### src/rtl/ex_alu_stage.sv
// Execute stage: operand forwarding, a four-operation ALU and the EX/MEM pipeline register.
// Results appear one cycle after the inputs are sampled; stall holds, flush bubbles, reset clears.
module ex_alu_stage #(
  parameter int unsigned XLEN = 64
) (
  input  logic            clk,
  input  logic            reset,
  input  logic            in_valid,
  input  logic            stall,
  input  logic            flush,
  input  logic [3:0]      alu_ctrl,
  input  logic [XLEN-1:0] rs1_data,
  input  logic [XLEN-1:0] rs2_data,
  input  logic [XLEN-1:0] imm,
  input  logic            alu_src,
  input  logic [1:0]      forward_a,
  input  logic [1:0]      forward_b,
  input  logic [XLEN-1:0] exmem_fwd,
  input  logic [XLEN-1:0] memwb_fwd,
  input  logic [4:0]      rd_in,
  input  logic            reg_write_in,
  input  logic            mem_read_in,
  input  logic            mem_write_in,
  input  logic            branch_in,
  output logic            out_valid,
  output logic [XLEN-1:0] alu_result,
  output logic            zero,
  output logic [XLEN-1:0] store_data,
  output logic [4:0]      rd_out,
  output logic            reg_write_out,
  output logic            mem_read_out,
  output logic            mem_write_out,
  output logic            branch_taken,
  output logic            illegal_op
);

  localparam logic [3:0] AluAnd = 4'b0000;
  localparam logic [3:0] AluOr  = 4'b0001;
  localparam logic [3:0] AluAdd = 4'b0010;
  localparam logic [3:0] AluSub = 4'b0110;

  logic [XLEN-1:0] fwd_a;
  logic [XLEN-1:0] fwd_b;
  logic [XLEN-1:0] op_b;
  logic [XLEN-1:0] alu_res;
  logic            alu_zero;
  logic            alu_illegal;

  // Code 11 falls back to the register file value, same as 00.
  always_comb begin
    fwd_a = rs1_data;
    case (forward_a)
      2'b10:   fwd_a = exmem_fwd;
      2'b01:   fwd_a = memwb_fwd;
      default: fwd_a = rs1_data;
    endcase
  end

  always_comb begin
    fwd_b = rs2_data;
    case (forward_b)
      2'b10:   fwd_b = exmem_fwd;
      2'b01:   fwd_b = memwb_fwd;
      default: fwd_b = rs2_data;
    endcase
  end

  assign op_b = alu_src ? imm : fwd_b;

  always_comb begin
    alu_res     = '0;
    alu_illegal = 1'b0;
    case (alu_ctrl)
      AluAdd:  alu_res = fwd_a + op_b;
      AluSub:  alu_res = fwd_a - op_b;
      AluAnd:  alu_res = fwd_a & op_b;
      AluOr:   alu_res = fwd_a | op_b;
      default: alu_illegal = 1'b1;
    endcase
  end

  assign alu_zero = (alu_res == '0);

  // Reset and flush both empty the slot; reset wins over stall as well.
  always_ff @(posedge clk) begin
    if (reset || flush) begin
      out_valid     <= 1'b0;
      alu_result    <= '0;
      zero          <= 1'b0;
      store_data    <= '0;
      rd_out        <= '0;
      reg_write_out <= 1'b0;
      mem_read_out  <= 1'b0;
      mem_write_out <= 1'b0;
      branch_taken  <= 1'b0;
      illegal_op    <= 1'b0;
    end else if (!stall) begin
      out_valid     <= in_valid;
      alu_result    <= alu_res;
      zero          <= alu_zero;
      store_data    <= fwd_b;
      rd_out        <= rd_in;
      reg_write_out <= reg_write_in & in_valid;
      mem_read_out  <= mem_read_in & in_valid;
      mem_write_out <= mem_write_in & in_valid;
      branch_taken  <= branch_in & alu_zero & in_valid;
      illegal_op    <= alu_illegal & in_valid;
    end
  end

endmodule

### config.mk
export PLATFORM = sky130hd
export DESIGN_NAME = ex_alu_stage
export DESIGN_NICKNAME = d
export VERILOG_FILES = /design/src/rtl/ex_alu_stage.sv
export SDC_FILE = /design/constraint.sdc
export NUM_CORES = 1
export LEC_CHECK = 0
export BUFFER_PORTS_ARGS = -buffer_cell sky130_fd_sc_hd__buf_2
export CORE_AREA = 2 2 190 192
export CTS_CLUSTER_DIAMETER = 150
export DETAILED_ROUTE_END_ITERATION = 6
export DIE_AREA = 0 0 192 194
export PLACE_DENSITY_LB_ADDON = 0.12
export SYNTH_ARGS = -nofsm -noshare
export SYNTH_HDL_FRONTEND = slang
export SYNTH_SLANG_ARGS = --single-unit
### constraint.sdc
create_clock -name clk -period 12.3 [get_ports clk]
set_input_delay 1.845 -clock clk [delete_from_list [all_inputs] [get_ports clk]]
set_output_delay 1.845 -clock clk [all_outputs]
set_load 0.05 [all_outputs]
==> flow_summary.toml <==
[run_status]
status = "completed"

[logic_synthesis]
synth_edf_count = 0
yosysWarnings = 0
synthCells = 2257
ys_seq_area_share_pct = 17.6
synth_area_um2 = 16000
ys_types = 94
synth_fp_nets = 2686
yosys_register_bits = 140
synth-main-ff-cell = "dfxtp_1"
async_flop_share_pct = 0
synth.avg_cell_area_um2 = 7.08

[timing]
fin_crit_sh_pct = 75.4
finalSetupTns_ps = 0
skew_ps = 0
setup_viol = 0
fmax_ghz = 0.108
rsz0062_at_grt = "false"
slew_headroom_pct = 15.8
maxSlewViolCount = 0
period_minus_slack_ps = 9280
hold_viol_final = 0
tightest_slew_ps = 1250

[route]
ant_nets = 0
viasPerCell = 6.40
route.detailed.drc = 0
first_iter_violations = 2343
routed_wl_um = 80900
dr.pass1.iters = 7
via_count = 20009
wl_per_cell_um = 25.9

[place]
hpwl_um = 65600
io_buffers = 482
place_congestion = 1.08

[critical_path]
critPathCaptureType = "register"
start_kind = "primary input"
slowest_delay_ps = 820
cp.required_ps = 12660
critPathKind = "in -> reg"
worstPathMaxFanout = 77
slowest_stage = "ha_4"
critical_path_arrival_ps = 9640

[grt]
grt_first_pass_wirelength_um = 116000
grt.total_usage_pct = 41.5
grt_max_degree = 90
grt_pass1_vias = 17913
antenna_found_initial = 23
grt.overflow.total = 0

[clock_tree]
postCtsHoldBufs = 0
root_buffer = "clkbuf_16"
clk_pin_slew_ps = 60
clockBufferDepth = 2
post_cts_resized = 0
numCtsBuffers = 17
cts_tree = "yes"
cts_sinks = 140
h-tree-depth = 4
postCtsSetupRepairBufs = 0
clk_latency_ps = 440

[power]
peakVddDrop_mv = 0.105
power.density_nw_per_um2 = 112
power_leakage_nw = 8.32

[floorplan]
core-area_um2 = 35200
io_pins = 483
rows = 69
design.die.area_um2 = 37200
dieWidth_um = 192
fp.dieH_um = 194
start_util_pct = 45.3

[final_layout]
fin_nets = 3056
mostFrequentLayoutCell = "buf_2"
area_delta_synth_final_pct = 19.4
final_util_pct = 54.1
fill_cells = 3573
drive_gt1_share_pct = 23.6
final_cell_mix = "480 x buf_2, 291 x nand2_1, 261 x nor2_1"

[hold_path]
hold_path.class = "reg -> reg"

[run]
maxCapViolations = 0
## metrics by stage
step / std cells / power (mW) / hold slack (ps) / cell area, um^2 / worst slack (ps)
CTS: 3101 / 2.09 / 462 / 19000 / 3210
global route: 3121 / 2.23 / 482 / 19100 / 2670
floorplan: 2257 / 1.24 / 686 / 16000 / 3790
global placement: 3069 / 1.61 / 446 / 18500 / 2950
finish: 3126 / 2.13 / 458 / 19100 / 3020
detailed placement: 3069 / 1.60 / 452 / 18500 / 2760
## per-layer routing
layer	GRT usage [%]	share of wire [%]
met1	60.9	44
met2	56.5	39
met3	11.5	13
met4	15.6	4.1
met5	0	0.0086
## critical path: cells and delay by family
family | cells | cell delay, ps
AND/OR/NAND/NOR | 14 | 3930
AO/OA/AOI/OAI | 7 | 2000
buffers and inverters | 2 | 170
adder cells (fa/ha/maj) | 3 | 1500
XOR/XNOR | 1 | 130
## cell usage after synthesis, drive strengths merged, types with 10 or more instances
master | number | area share, %
o211ai | 16 | 0.75
inv | 34 | 0.80
a221o | 25 | 1.6
o21a | 15 | 0.71
and2 | 19 | 0.76
and3 | 11 | 0.43
nand2 | 291 | 6.8
mux2i | 42 | 2.6
buf | 63 | 2.4
o31ai | 48 | 2.4
xnor2 | 58 | 3.2
nor2b | 32 | 1.3
nor3 | 41 | 1.3
a21o | 22 | 1.0
xor2 | 57 | 3.1
nor2 | 263 | 6.2
or3 | 14 | 0.61
or4 | 10 | 0.56
a31oi | 19 | 0.74
a221oi | 40 | 3.1
a211oi | 19 | 0.89
or2 | 19 | 0.74
nor4 | 10 | 0.67
nand2b | 13 | 0.51
a22oi | 91 | 4.3
clkbuf | 97 | 2.3
maj3 | 61 | 3.8
a21oi | 200 | 6.3
nand4 | 28 | 1.1
ha | 85 | 6.7
nand3 | 25 | 0.78
o21ai | 225 | 7.1
o21bai | 14 | 0.66
o22ai | 10 | 0.43
dfxtp | 140 | 18
## kinds of logic (layout without fill, tap and decap cells)
logic type                 count (synthesis)  after routing  share of synthesized area [%]
and+or+nand+nor                          806            806                           23.4
AOI/OAI and AO/OA                        803            803                           33.3
buffers and inverters                    195            578                           5.51
adders and majority gates                147            147                           10.6
DFF                                      140            140                           17.6
xor gates and xnor gates                 115            115                           6.31
muxes                                     51             51                           3.27
other                                      0             25                              0
## where the power goes
part,leakage (nW),switching (mW),internal [mW]
Sequential,1.14,0.00908,0.468
Clock,0.247,0.231,0.258
Combinational,6.94,0.776,0.391
Total,8.32,1.02,1.12
## path summary, 6_finish.rpt
path	startpoint	to	slack, ps	cells past startpoint
min reg2reg	alu_result[23]	alu_result[23]	460	2
max	forward_b[0]	zero	3020	27
min	alu_result[23]	alu_result[23]	460	2
max reg2reg	store_data[52]	store_data[52]	11530	3
## cell type report
cell class | instances | area [um^2] | area share [%]
Multi-Input combinational cell | 1922 | 12300 | 64.7
Sequential cell | 140 | 2800 | 14.7
Timing Repair Buffer | 511 | 2640 | 13.8
Tap cell | 461 | 577 | 3.02
Clock buffer | 19 | 433 | 2.27
Inverter | 35 | 131 | 0.689
Clock inverter | 13 | 95.1 | 0.499
Antenna cell | 25 | 62.6 | 0.328
## flip-flops by register name, indices dropped and copies added, names as in the netlist
register	flops
illegal_op	1
mem_write_out	1
zero	1
store_data	64
mem_read_out	1
reg_write_out	1
alu_result	64
rd_out	5
out_valid	1
branch_taken	1
Note: power is estimated with default switching activity, not from simulation.
